<file path="config.mk">
export PLATFORM = sky130hd
export DESIGN_NAME = alarm_clock_ctrl_flat
export DESIGN_NICKNAME = d
export VERILOG_FILES = /design/src/rtl/alarm_clock_pkg.sv /design/src/rtl/alarm_clock_ctrl_if.sv /design/src/rtl/alarm_clock_ctrl_bcd_mod_counter.sv /design/src/rtl/alarm_clock_ctrl.sv /design/src/flat_wrapper.sv
export SDC_FILE = /design/constraint.sdc
export NUM_CORES = 1
export LEC_CHECK = 0
export ABC_AREA = 1
export CAP_MARGIN = 20
export CORE_MARGIN = 1.5
export CORE_UTILIZATION = 50
export DETAILED_ROUTE_END_ITERATION = 12
export DONT_BUFFER_PORTS = 1
export PLACE_DENSITY_LB_ADDON = 0.15
export SKIP_CTS_REPAIR_TIMING = 1
export SLEW_MARGIN = 30
export SYNTH_ARGS = -nofsm -noshare
export SYNTH_HDL_FRONTEND = slang
export SYNTH_SLANG_ARGS = --single-unit
</file>
<file path="constraint.sdc">
create_clock -name clk -period 2.7 [get_ports clk]
set_input_delay 0.54 -clock clk [delete_from_list [all_inputs] [get_ports clk]]
set_output_delay 0.54 -clock clk [all_outputs]
set_load 0.02 [all_outputs]
</file>
<file path="src/rtl/alarm_clock_pkg.sv">
// rtl/alarm_clock_pkg.sv - shared states, field selectors and BCD limits for the alarm clock
package alarm_clock_pkg;

    typedef enum logic [1:0] {
        RUN       = 2'd0,
        SET_TIME  = 2'd1,
        SET_ALARM = 2'd2
    } state_t;

    typedef enum logic [1:0] {
        HOUR = 2'd0,
        MIN  = 2'd1,
        SEC  = 2'd2
    } field_t;

    localparam logic [7:0] HOUR_MAX_BCD   = 8'h23;
    localparam logic [7:0] MINSEC_MAX_BCD = 8'h59;
    localparam logic [7:0] ALARM_HOUR_RST = 8'h07;

    // Field selection order while setting: hour -> minute -> second -> hour.
    function automatic field_t next_field(input field_t f);
        case (f)
            HOUR:    return MIN;
            MIN:     return SEC;
            default: return HOUR;
        endcase
    endfunction

endpackage

</file>
<file path="src/rtl/alarm_clock_ctrl_if.sv">
// rtl/alarm_clock_ctrl_if.sv - button inputs and display/alarm outputs of the alarm clock
interface alarm_clock_ctrl_if;
    logic       btn_mode;
    logic       btn_next;
    logic       btn_inc;
    logic       settime;
    logic [3:0] hourMSB;
    logic [3:0] hourLSB;
    logic [3:0] minMSB;
    logic [3:0] minLSB;
    logic [3:0] secMSB;
    logic [3:0] secLSB;
    logic [3:0] alarmhourMSB;
    logic [3:0] alarmhourLSB;
    logic [3:0] alarmminMSB;
    logic [3:0] alarmminLSB;
    logic [3:0] alarmsecMSB;
    logic [3:0] alarmsecLSB;
    logic [1:0] field_sel;
    logic       alarm_ring;

    modport master (
        output btn_mode, btn_next, btn_inc,
        input  settime, hourMSB, hourLSB, minMSB, minLSB, secMSB, secLSB,
        input  alarmhourMSB, alarmhourLSB, alarmminMSB, alarmminLSB, alarmsecMSB, alarmsecLSB,
        input  field_sel, alarm_ring
    );

    modport slave (
        input  btn_mode, btn_next, btn_inc,
        output settime, hourMSB, hourLSB, minMSB, minLSB, secMSB, secLSB,
        output alarmhourMSB, alarmhourLSB, alarmminMSB, alarmminLSB, alarmsecMSB, alarmsecLSB,
        output field_sel, alarm_ring
    );
endinterface

</file>
<file path="src/rtl/alarm_clock_ctrl_bcd_mod_counter.sv">
// rtl/alarm_clock_ctrl_bcd_mod_counter.sv - two-digit BCD modulo counter with clear, load and wrap carry
module bcd_mod_counter #(
    parameter logic [7:0] MAX_BCD   = 8'h59,
    parameter logic [7:0] RESET_BCD = 8'h00
) (
    input  logic       clk,
    input  logic       reset,
    input  logic       inc,
    input  logic       clear,
    input  logic       load,
    input  logic [7:0] load_val,
    output logic [7:0] value,
    output logic [7:0] next_value,
    output logic       carry
);

    logic at_max;
    assign at_max = (value == MAX_BCD);

    // Carry is combinational so a chain of counters can ripple a full carry in one cycle.
    assign carry = inc && at_max;

    // Incremented value; next_value lets the owner look ahead (e.g. alarm match on the updated time).
    always_comb begin
        next_value = value;
        if (inc) begin
            if (at_max) begin
                next_value = 8'h00;
            end else if (value[3:0] == 4'd9) begin
                next_value = {value[7:4] + 4'd1, 4'd0};
            end else begin
                next_value = {value[7:4], value[3:0] + 4'd1};
            end
        end
    end

    // Digit register: reset > clear > load > increment.
    always_ff @(posedge clk) begin
        if (reset) begin
            value <= RESET_BCD;
        end else if (clear) begin
            value <= 8'h00;
        end else if (load) begin
            value <= load_val;
        end else begin
            value <= next_value;
        end
    end

endmodule

</file>
<file path="src/rtl/alarm_clock_ctrl.sv">
// rtl/alarm_clock_ctrl.sv - alarm clock controller; optional snooze when ALARM_SNOOZE_EN is defined
module alarm_clock_ctrl
    import alarm_clock_pkg::*;
#(
    parameter int unsigned CLK_HZ      = 100_000_000,
    parameter int unsigned RING_SECS   = 60,
    parameter int unsigned SNOOZE_SECS = 300
) (
    input  logic                     clk,
    input  logic                     reset,
    alarm_clock_ctrl_if.slave        bus
);

    localparam int PW = (CLK_HZ > 1) ? $clog2(CLK_HZ) : 1;
    localparam int RW = $clog2(RING_SECS + 1);

    state_t      state;
    field_t      field_sel;
    logic        settime;
    logic        alarm_ring;
    logic [RW-1:0] ring_cnt;
    logic [PW-1:0] presc;

`ifdef ALARM_SNOOZE_EN
    localparam int SW = $clog2(SNOOZE_SECS + 1);
    logic [SW-1:0] snooze_cnt;
`else
    localparam int unsigned SNOOZE_UNUSED = SNOOZE_SECS;
`endif

    // Only the highest-priority button of a cycle takes effect.
    logic mode_press, next_press, inc_press;
    assign mode_press = bus.btn_mode;
    assign next_press = bus.btn_next && !bus.btn_mode;
    assign inc_press  = bus.btn_inc && !bus.btn_mode && !bus.btn_next;

    // Time is frozen while it is being edited.
    logic tick, tick_adv;
    assign tick     = (presc == PW'(CLK_HZ - 1));
    assign tick_adv = tick && (state != SET_TIME);

    logic edit_time, edit_alarm;
    assign edit_time  = inc_press && (state == SET_TIME);
    assign edit_alarm = inc_press && (state == SET_ALARM);

    // Prescaler producing the one-second tick; held at zero while setting the time.
    always_ff @(posedge clk) begin
        if (reset) begin
            presc <= '0;
        end else if (state == SET_TIME || tick) begin
            presc <= '0;
        end else begin
            presc <= presc + PW'(1);
        end
    end

    logic [7:0] hour, min, sec, hour_next, min_next, sec_next;
    logic       hour_carry, min_carry, sec_carry;
    logic [7:0] a_hour, a_min, a_sec, a_hour_next, a_min_next, a_sec_next;
    logic       a_hour_carry, a_min_carry, a_sec_carry;

    // Ticks ripple the full carry chain; edits bump one field with no carry.
    logic sec_inc, min_inc, hour_inc;
    assign sec_inc  = tick_adv || (edit_time && field_sel == SEC);
    assign min_inc  = (tick_adv && sec_carry) || (edit_time && field_sel == MIN);
    assign hour_inc = (tick_adv && min_carry) || (edit_time && field_sel == HOUR);

    bcd_mod_counter #(.MAX_BCD(MINSEC_MAX_BCD), .RESET_BCD(8'h00)) u_sec (
        .clk(clk), .reset(reset), .inc(sec_inc), .clear(1'b0), .load(1'b0), .load_val(8'h00),
        .value(sec), .next_value(sec_next), .carry(sec_carry)
    );
    bcd_mod_counter #(.MAX_BCD(MINSEC_MAX_BCD), .RESET_BCD(8'h00)) u_min (
        .clk(clk), .reset(reset), .inc(min_inc), .clear(1'b0), .load(1'b0), .load_val(8'h00),
        .value(min), .next_value(min_next), .carry(min_carry)
    );
    bcd_mod_counter #(.MAX_BCD(HOUR_MAX_BCD), .RESET_BCD(8'h00)) u_hour (
        .clk(clk), .reset(reset), .inc(hour_inc), .clear(1'b0), .load(1'b0), .load_val(8'h00),
        .value(hour), .next_value(hour_next), .carry(hour_carry)
    );

    bcd_mod_counter #(.MAX_BCD(MINSEC_MAX_BCD), .RESET_BCD(8'h00)) u_alarm_sec (
        .clk(clk), .reset(reset), .inc(edit_alarm && field_sel == SEC), .clear(1'b0), .load(1'b0),
        .load_val(8'h00), .value(a_sec), .next_value(a_sec_next), .carry(a_sec_carry)
    );
    bcd_mod_counter #(.MAX_BCD(MINSEC_MAX_BCD), .RESET_BCD(8'h00)) u_alarm_min (
        .clk(clk), .reset(reset), .inc(edit_alarm && field_sel == MIN), .clear(1'b0), .load(1'b0),
        .load_val(8'h00), .value(a_min), .next_value(a_min_next), .carry(a_min_carry)
    );
    bcd_mod_counter #(.MAX_BCD(HOUR_MAX_BCD), .RESET_BCD(ALARM_HOUR_RST)) u_alarm_hour (
        .clk(clk), .reset(reset), .inc(edit_alarm && field_sel == HOUR), .clear(1'b0), .load(1'b0),
        .load_val(8'h00), .value(a_hour), .next_value(a_hour_next), .carry(a_hour_carry)
    );

    logic unused_sigs;
    assign unused_sigs = ^{hour_carry, a_hour_carry, a_min_carry, a_sec_carry,
                           a_hour_next, a_min_next, a_sec_next};

    // Match against the time as it will be after this tick, so the ring shows one cycle later.
    logic alarm_hit;
    assign alarm_hit = (state == RUN) && tick_adv &&
                       ({hour_next, min_next, sec_next} == {a_hour, a_min, a_sec});

    state_t mode_next;
    always_comb begin
        case (state)
            RUN:      mode_next = SET_TIME;
            SET_TIME: mode_next = SET_ALARM;
            default:  mode_next = RUN;
        endcase
    end

    // Mode FSM, field selection and ring/snooze control with registered outputs.
    always_ff @(posedge clk) begin
        if (reset) begin
            state      <= RUN;
            field_sel  <= HOUR;
            settime    <= 1'b0;
            alarm_ring <= 1'b0;
            ring_cnt   <= '0;
`ifdef ALARM_SNOOZE_EN
            snooze_cnt <= '0;
`endif
        end else if (mode_press) begin
            state      <= mode_next;
            field_sel  <= HOUR;
            settime    <= (mode_next != RUN);
            alarm_ring <= 1'b0;
            ring_cnt   <= '0;
`ifdef ALARM_SNOOZE_EN
            snooze_cnt <= '0;
`endif
        end else begin
            if (next_press && state != RUN) begin
                field_sel <= next_field(field_sel);
            end
            if (inc_press && state == RUN && alarm_ring) begin
                alarm_ring <= 1'b0;
                ring_cnt   <= '0;
`ifdef ALARM_SNOOZE_EN
                snooze_cnt <= SW'(SNOOZE_SECS);
`endif
            end else if (alarm_ring) begin
                if (tick_adv) begin
                    if (ring_cnt <= RW'(1)) begin
                        alarm_ring <= 1'b0;
                        ring_cnt   <= '0;
                    end else begin
                        ring_cnt <= ring_cnt - RW'(1);
                    end
                end
            end else if (alarm_hit) begin
                alarm_ring <= 1'b1;
                ring_cnt   <= RW'(RING_SECS);
            end
`ifdef ALARM_SNOOZE_EN
            else if (tick_adv && snooze_cnt != '0) begin
                snooze_cnt <= snooze_cnt - SW'(1);
                if (snooze_cnt == SW'(1) && state == RUN) begin
                    alarm_ring <= 1'b1;
                    ring_cnt   <= RW'(RING_SECS);
                end
            end
`endif
        end
    end

    assign bus.settime      = settime;
    assign bus.field_sel    = field_sel;
    assign bus.alarm_ring   = alarm_ring;
    assign bus.hourMSB      = hour[7:4];
    assign bus.hourLSB      = hour[3:0];
    assign bus.minMSB       = min[7:4];
    assign bus.minLSB       = min[3:0];
    assign bus.secMSB       = sec[7:4];
    assign bus.secLSB       = sec[3:0];
    assign bus.alarmhourMSB = a_hour[7:4];
    assign bus.alarmhourLSB = a_hour[3:0];
    assign bus.alarmminMSB  = a_min[7:4];
    assign bus.alarmminLSB  = a_min[3:0];
    assign bus.alarmsecMSB  = a_sec[7:4];
    assign bus.alarmsecLSB  = a_sec[3:0];

endmodule
</file>
<file path="src/flat_wrapper.sv">
// flat-port wrapper written by rule: the top's interface ports become plain ports
module alarm_clock_ctrl_flat import alarm_clock_pkg::*;
#(
    parameter int unsigned CLK_HZ      = 100_000_000,
    parameter int unsigned RING_SECS   = 60,
    parameter int unsigned SNOOZE_SECS = 300
)
  (clk, reset, bus_btn_mode, bus_btn_next, bus_btn_inc, bus_settime, bus_hourMSB, bus_hourLSB, bus_minMSB, bus_minLSB, bus_secMSB, bus_secLSB, bus_alarmhourMSB, bus_alarmhourLSB, bus_alarmminMSB, bus_alarmminLSB, bus_alarmsecMSB, bus_alarmsecLSB, bus_field_sel, bus_alarm_ring);
  alarm_clock_ctrl_if bus_i ();
  input  logic clk;
  input  logic reset;
  input wire logic [$bits(bus_i.btn_mode)-1:0] bus_btn_mode;
  input wire logic [$bits(bus_i.btn_next)-1:0] bus_btn_next;
  input wire logic [$bits(bus_i.btn_inc)-1:0] bus_btn_inc;
  output wire logic [$bits(bus_i.settime)-1:0] bus_settime;
  output wire logic [$bits(bus_i.hourMSB)-1:0] bus_hourMSB;
  output wire logic [$bits(bus_i.hourLSB)-1:0] bus_hourLSB;
  output wire logic [$bits(bus_i.minMSB)-1:0] bus_minMSB;
  output wire logic [$bits(bus_i.minLSB)-1:0] bus_minLSB;
  output wire logic [$bits(bus_i.secMSB)-1:0] bus_secMSB;
  output wire logic [$bits(bus_i.secLSB)-1:0] bus_secLSB;
  output wire logic [$bits(bus_i.alarmhourMSB)-1:0] bus_alarmhourMSB;
  output wire logic [$bits(bus_i.alarmhourLSB)-1:0] bus_alarmhourLSB;
  output wire logic [$bits(bus_i.alarmminMSB)-1:0] bus_alarmminMSB;
  output wire logic [$bits(bus_i.alarmminLSB)-1:0] bus_alarmminLSB;
  output wire logic [$bits(bus_i.alarmsecMSB)-1:0] bus_alarmsecMSB;
  output wire logic [$bits(bus_i.alarmsecLSB)-1:0] bus_alarmsecLSB;
  output wire logic [$bits(bus_i.field_sel)-1:0] bus_field_sel;
  output wire logic [$bits(bus_i.alarm_ring)-1:0] bus_alarm_ring;
  assign bus_i.btn_mode = bus_btn_mode;
  assign bus_i.btn_next = bus_btn_next;
  assign bus_i.btn_inc = bus_btn_inc;
  assign bus_settime = bus_i.settime;
  assign bus_hourMSB = bus_i.hourMSB;
  assign bus_hourLSB = bus_i.hourLSB;
  assign bus_minMSB = bus_i.minMSB;
  assign bus_minLSB = bus_i.minLSB;
  assign bus_secMSB = bus_i.secMSB;
  assign bus_secLSB = bus_i.secLSB;
  assign bus_alarmhourMSB = bus_i.alarmhourMSB;
  assign bus_alarmhourLSB = bus_i.alarmhourLSB;
  assign bus_alarmminMSB = bus_i.alarmminMSB;
  assign bus_alarmminLSB = bus_i.alarmminLSB;
  assign bus_alarmsecMSB = bus_i.alarmsecMSB;
  assign bus_alarmsecLSB = bus_i.alarmsecLSB;
  assign bus_field_sel = bus_i.field_sel;
  assign bus_alarm_ring = bus_i.alarm_ring;
  alarm_clock_ctrl #(.CLK_HZ(CLK_HZ), .RING_SECS(RING_SECS), .SNOOZE_SECS(SNOOZE_SECS)) u_core (.clk(clk), .reset(reset), .bus(bus_i));
endmodule
</file>
---- Word-level counts from Yosys, hierarchy flattened ----
Index checks and enable logic that the tools add are counted.
word-level totals
  bits in registers ....................... 87
  word-level logic and storage cells ...... 117
  bits of input ports ..................... 5
  output and inout bits ................... 52
cells by class
  equality and inequality tests ........... 20
  reductions and logical operators ........ 42
  add/sub/neg operators ................... 14
  $lt $le $gt $ge ......................... 1
  muxes and demuxes ....................... 25
operator list
  operator                 number
  $mux W8                  15
  $add A4 B1 Y4 const B    12
  $eq A8 B7 Y1 const B     4
  $add A27 B1 Y27 const B  1
  $eq A27 B27 Y1 const B   1
  $eq A24 B24 Y1           1
  $eq A4 B4 Y1 const B     6
  $mux W6                  4
  $logic_and A1 B1 Y1      21
  $eq A8 B6 Y1 const B     2
  $reduce_bool A2 Y1       6
  $pmux W2 S2              2
  $reduce_and A2 Y1        4
  $le A6 B1 Y1 const B     1
  $sub A6 B1 Y6 const B    1
  $eq A2 B1 Y1 const B     2
  $eq A2 B2 Y1 const B     2
  $logic_not A2 Y1         2
  $logic_or A1 B1 Y1       4
  $mux W1                  4
  $reduce_or A2 Y1         2
  $reduce_or A3 Y1         1
  $logic_not A1 Y1         2
  $ne A2 B1 Y1 const B     1
  $ne A2 B2 Y1 const B     1

---- Logic depth before layout (Yosys ltp) ----
  depth after elaboration ................. 17
  gate-level depth with buffers ........... 22
  depth with buffers taken out ............ 21

---- By module ----
A second synthesis with hierarchy kept.
unflattened totals
  cell total of the unflattened synthesis .. 990
  area, all modules ....................... 6274.8 µm²
modules (own cells, without submodules)
  module                                    seq. area each (µm²)  times used  cells an instance  area an instance (µm²)
  alarm_clock_ctrl                          780.7                 1           434                2688.8
  bcd_mod_counter (u_core.u_alarm_min ...)  160.2                 4           89                 594.3
  bcd_mod_counter (u_core.u_alarm_hour)     160.2                 1           105                619.3
  bcd_mod_counter (u_core.u_hour)           160.2                 1           95                 589.3

---- Worst setup path after synthesis ----
Ideal clock, no wire load.
  kind .................................... register -> register
  start point ............................. register u_core.u_sec.value[0]
  end point ............................... register u_core.ring_cnt[1]
  slack ................................... 0.255 ns
  setup time .............................. 0.134 ns
  path buffers ............................ 1
  period minus slack after synthesis ...... 2.445 ns
  required time ........................... 2.566 ns
  data arrival time ....................... 2.311 ns
  cell stages (with the launch flop) ...... 18
  cells stage by stage .................... dfxtp_1 -> ha_1 -> nand3b_4 -> nor2_4 -> nand4_4 -> nand2_4 -> buf_6 -> nand2_1 -> nand2_1 -> nand2_1 -> nand2_1 -> nand3_1 -> nor2_1 -> nand3_1 -> nor2_2 -> nand3_2 -> nand3_1 -> a21oi_1
between the ends
  longest elaborated chain between the ends .. 12
  elaborated cells between the ends (all ways) .. 18
  those cells by class .................... 1 x add/sub; 3 x eq/ne; 5 x mux; 9 x reduce/logical
ends and longest elaborated chain
  item                                                                   RTL line                                source
  start, declared                                                        alarm_clock_ctrl_bcd_mod_counter.sv:12  output logic [7:0] value,
  start signal, assigned                                                 alarm_clock_ctrl_bcd_mod_counter.sv:44  value <= load_val;
  start signal, assigned                                                 alarm_clock_ctrl_bcd_mod_counter.sv:46  value <= next_value;
  parallel branches: the longest is 8 deep, another holds $add A4 B1 Y4  -
  $eq A24 B24 Y1 (*)                                                     alarm_clock_ctrl.sv:101                 ({hour_next, min_next, sec_next} == {a_hour, a_min, a_sec});
  $logic_and A1 B1 Y1 (*)                                                alarm_clock_ctrl.sv:100                 assign alarm_hit = (state == RUN) && tick_adv &&
  $reduce_bool A2 Y1 (no line) (*)                                       -
  $reduce_and A2 Y1 (no line) (*)                                        -
  end signal, assigned                                                   alarm_clock_ctrl.sv:148                 ring_cnt <= ring_cnt - RW'(1);
  end signal, assigned                                                   alarm_clock_ctrl.sv:153                 ring_cnt <= RW'(RING_SECS);
  end, declared                                                          alarm_clock_ctrl.sv:21                  logic [RW-1:0] ring_cnt;
Every way passes the cells marked *.
A chain may end at the register's enable or synchronous reset.

---- Worst setup path in the final report ----
  start point ............................. register u_core.presc[0]
  end point ............................... register u_core.ring_cnt[4]
between the ends
  longest elaborated chain between the ends .. 14
  elaborated cells between the ends (all ways) .. 18
  those cells by class .................... 3 x eq/ne; 3 x mux; 12 x reduce/logical
ends and longest elaborated chain
  item                             RTL line                                source
  start, declared                  alarm_clock_ctrl.sv:22                  logic [PW-1:0] presc;
  start signal, assigned           alarm_clock_ctrl.sv:53                  presc <= presc + PW'(1);
  $eq A27 B27 Y1 (*)               alarm_clock_ctrl.sv:39                  assign tick = (presc == PW'(CLK_HZ - 1));
  $logic_and A1 B1 Y1 (*)          alarm_clock_ctrl.sv:40                  assign tick_adv = tick && (state != SET_TIME);
  $logic_or A1 B1 Y1               alarm_clock_ctrl.sv:64                  assign sec_inc = tick_adv || (edit_time && field_sel == SEC);
  $logic_and A1 B1 Y1              alarm_clock_ctrl_bcd_mod_counter.sv:21  assign carry = inc && at_max;
  $logic_and A1 B1 Y1              alarm_clock_ctrl.sv:65                  assign min_inc = (tick_adv && sec_carry) || (edit_time && field_sel == MIN);
  $logic_or A1 B1 Y1               alarm_clock_ctrl.sv:65
  $logic_and A1 B1 Y1              alarm_clock_ctrl_bcd_mod_counter.sv:21
  $logic_and A1 B1 Y1              alarm_clock_ctrl.sv:66                  assign hour_inc = (tick_adv && min_carry) || (edit_time && field_sel == HOUR);
  $logic_or A1 B1 Y1               alarm_clock_ctrl.sv:66
  $mux W8                          alarm_clock_ctrl_bcd_mod_counter.sv:26  if (inc) begin
  $eq A24 B24 Y1                   alarm_clock_ctrl.sv:101
  $logic_and A1 B1 Y1              alarm_clock_ctrl.sv:100
  $reduce_bool A2 Y1 (no line)     -
  $reduce_and A2 Y1 (no line) (*)  -
Every way passes the cells marked *; elsewhere a longest branch is shown, timed or not.

==> impl_summary.log <==
INFO  metric grt_pass1_vias = around 5000
INFO  metric port_buffers = 0
INFO  metric setup_repair_after_global_routing_missed_its_margin = yes
INFO  metric cts_tree = built
INFO  metric cellLeakagePower = 2.91 nW
INFO  metric core.rowCount = 38
INFO  metric share_of_synthesized_area_occupied_by_flip_flops_and_latches = 0.313
INFO  metric mappedNetlistArea = around 5600 µm²
INFO  metric synth-seq-cells = 87
INFO  metric distinct_cell_type_count_after_synthesis = between 40 and 50
INFO  metric final-hold-violation-count = 0
INFO  metric worst_r2r_startpoint = u_core.presc[0]$_SDFF_PP0_
INFO  metric share_of_cells_above_drive_strength_1 = 0.179
INFO  metric starting_utilization_of_the_core_area = 0.514
INFO  metric max_slew.worst_pin.slew = approximately 0.62 ns
INFO  metric syn_nets = between 800 and 900
INFO  metric post_synth_inst_count = between 800 and 900
INFO  metric start_to_end_type_of_the_worst_setup_path = reg2reg
INFO  metric clk_transition_reported_paths = approximately 0.09 ns
INFO  metric globalplace.congestion = approximately 0.84
INFO  metric drt_first_pass_iters = 5
INFO  metric ir_drop = between 0.2 and 0.25 mV
INFO  metric floorplan.die.height = 109 µm
INFO  metric cp_max_fo = 7
INFO  metric latest_clock_arrival_within_the_worst_skew_pair = between 0.3 and 0.4 ns
INFO  metric layout_min_cycle_time = ~2.7 ns
INFO  metric arrival = 2.94 ns
INFO  metric antenna_violating_nets_post_route = 0
INFO  metric worst_r2r_endpoint = u_core.ring_cnt[4]$_SDFFE_PP0P_
INFO  metric timing.critical_path.required = 2.98 ns
INFO  metric grt_max_degree = 31
INFO  metric finalClockSkew = ~0.0073 ns
INFO  metric num_vias = between 5000 and 6000
INFO  metric cts_buffers = 9
INFO  metric ctsHtreeMaxLevel = 3
INFO  metric post-dp-hpwl = 11.2 mm
INFO  metric io_pins = 57
INFO  metric critPathLaunchType = flop
INFO  metric drt-total-wl = 14.8 mm
INFO  metric core_region_area = ~11000 µm²
INFO  metric drt_first_iter_violations = about 270
INFO  metric place.detailed.instances = approximately 1000
INFO  metric place_area = around 5900 µm²
INFO  metric finalNonFillerCells = roughly 1000
INFO  metric layout.nets = approximately 930
INFO  metric worstSetupEndpoint = u_core.ring_cnt[4]$_SDFFE_PP0P_
INFO  metric antenna-diode-count = 0
INFO  metric ff2ff_path_depth = 19
INFO  metric die_area = between 10000 and 15000 µm²
INFO  metric root_buffer_cell = clkbuf_8
INFO  metric slew_violations = 0
INFO  metric synth_area_per_cell = ~6.6 µm²
INFO  metric fin_area = approximately 6500 µm²
INFO  metric wl_per_cell = 14.2 µm
INFO  metric route.detailed.vias_per_inst = 5.31
INFO  metric antenna_found_initial = 0
INFO  metric overflow = 0
INFO  metric flow.area_growth_from_synthesis = 16.9%
INFO  metric worst_setup_path_end_kind = flop
INFO  metric hp-class = in2reg
INFO  metric finalSetupViolations = 0
INFO  metric cts_max_path_buffers = 2
INFO  metric run_status = completed
INFO  metric crit_path_start = u_core.presc[0]$_SDFF_PP0_
INFO  metric tritoncts_sink_count = 87
INFO  metric grt_first_pass_wirelength = roughly 23 mm
INFO  metric maxCapViolCount = 0
INFO  metric tns = 0 ns
INFO  metric power.density_cell_area = 351 nW/µm²
INFO  metric clock.fmax = about 0.38 GHz
INFO  metric yosys_warnings = 0
INFO  metric die_width = 109 µm
INFO  metric timing.max_slew.rel_slack = 0.586
INFO  metric reg2reg_slack = roughly 0.040 ns
INFO  metric layout_worst_path_cycle_share = 0.985
INFO  metric globalRouteTotalUtil = 0.252
INFO  metric final_routed_drc_violation_total = 0
[worst min-delay path by stage]
stage / from / to / slack (ns) / cells after the start
final: reset / u_core.u_sec.value[3]$_SDFF_PP0_ / 0.23 / 1
after global routing: reset / u_core.u_sec.value[3]$_SDFF_PP0_ / 0.19 / 1
after CTS: reset / u_core.u_sec.value[3]$_SDFF_PP0_ / 0.20 / 1
after detailed placement: u_core.presc[0]$_SDFF_PP0_ / u_core.presc[0]$_SDFF_PP0_ / 0.44 / 1
after global placement: u_core.presc[0]$_SDFF_PP0_ / u_core.presc[0]$_SDFF_PP0_ / 0.42 / 1
after floorplan: u_core.presc[0]$_SDFF_PP0_ / u_core.presc[0]$_SDFF_PP0_ / 0.41 / 1
[final cells by class]
| cell class | instances | area [µm²] |
|---|---|---|
| clock inverter | 6 | 45.0 |
| sequential | 87 | 1750 |
| multi-input combinational | 618 | 3520 |
| inverter | 128 | 483 |
| tap | 140 | 175 |
| clock buffer | 10 | 138 |
| fill | 1059 | 4330 |
| timing repair buffer | 52 | 402 |
[registers in the layout, indices dropped and copies added (netlist names)]
name	cells
u_core.bus.alarm_ring	1
u_core.bus.field_sel	2
u_core.bus.settime	1
u_core.presc	27
u_core.ring_cnt	6
u_core.state	2
u_core.u_alarm_hour.value	8
u_core.u_alarm_min.value	8
u_core.u_alarm_sec.value	8
u_core.u_hour.value	8
u_core.u_min.value	8
u_core.u_sec.value	8
[cell families after synthesis]
group | count (synthesis) | share of synthesized area
fa+ha+maj | 27 | 0.0607
buf+inv | 142 | 0.100
compound gates | 106 | 0.109
flops | 87 | 0.313
xor+xnor | 23 | 0.0362
simple gates | 460 | 0.381
[Yosys cell counts (all sizes together)]
master	n	area share
nand2	193	0.14
inv	128	0.087
nor2	120	0.091
nand3	103	0.096
dfxtp	87	0.31
a21oi	49	0.044
o21ai	38	0.036
ha	27	0.061
xor2	19	0.030
nand4	15	0.020
nor3	12	0.012
buf	7	0.0085
clkbuf	7	0.0047
nand3b	6	0.011
o211ai	5	0.0092
or2	4	0.0045
xnor2	4	0.0063
nor3b	3	0.0040
o31ai	3	0.0040
a211oi	2	0.0027
a221oi	2	0.0031
and3	2	0.0022
nor4	2	0.0022
o21a	2	0.0027
o32ai	2	0.0031
o211a	1	0.0018
o221ai	1	0.0016
o41ai	1	0.0016
[per-stage QoR]
| stage | power [mW] | hold slack (ns) | util | setup slack (ns) |
|---|---|---|---|---|
| 3_5_place_dp | 1.43 | 0.438 | 0.548 | -0.0494 |
| 3_3_place_gp | 1.43 | 0.425 | 0.548 | 0.0252 |
| 5_1_grt | 2.38 | 0.194 | 0.600 | -0.160 |
| 6_report | 2.29 | 0.226 | 0.600 | 0.0403 |
| 4_1_cts | 2.30 | 0.204 | 0.565 | -0.0734 |
| 2_1_floorplan | 1.41 | 0.413 | - | 0.255 |
[power by group]
part | switching (mW) | internal, mW
registers | 0.0142 | 1.29
clock network | 0.514 | 0.362
logic | 0.0717 | 0.0325
total | 0.600 | 1.69
[routing by layer]
layer | vias up | track usage | routed length (µm)
met5 | - | 0 | 0
met4 | 0 | 0.113 | 384
met3 | 31 | 0.0542 | 960
met2 | 161 | 0.415 | 6850
met1 | 2500 | 0.316 | 6570
li1 | 2836 | - | -
[layout by cell type (no fill, tap or decap), types with 4 or more instances in the layout]
cell type | netlist | layout
nor2_4 | 6 | 6
o21ai_0 | 32 | 30
nand2_4 | 2 | 9
nor2_1 | 110 | 102
nor2_2 | 4 | 12
a21oi_1 | 49 | 47
inv_2 | 8 | 10
nand4_1 | 14 | 14
buf_4 | 0 | 49
nand3_2 | 4 | 14
nand3b_1 | 4 | 4
nor3_1 | 11 | 11
dfxtp_1 | 87 | 84
o21ai_1 | 4 | 4
ha_1 | 27 | 25
nand2_1 | 184 | 168
inv_1 | 119 | 117
o211ai_1 | 4 | 4
xnor2_1 | 4 | 4
clkbuf_8 | 0 | 10
xor2_1 | 19 | 19
nand3_1 | 99 | 86
o21ai_2 | 2 | 4
nand2_2 | 6 | 16
[worst max-delay path, stage by stage (launching register included)]
cell and delay, ns:
dfxtp_4 0.37, ha_4 0.14, nand2_4 0.05, nor2_4 0.14
nand2_4 0.09, nor2_4 0.17, nand4_4 0.27, nand2_8 0.22
nand2_4 0.07, nand3_4 0.07, buf_6 0.10, inv_2 0.02
nor2_2 0.08, nand3b_1 0.08, nor2_1 0.12, nand3_1 0.08
nor2_1 0.13, nand3_2 0.13, a21oi_2 0.17, nor2_1 0.05
Power figures use the tool's default switching activity.
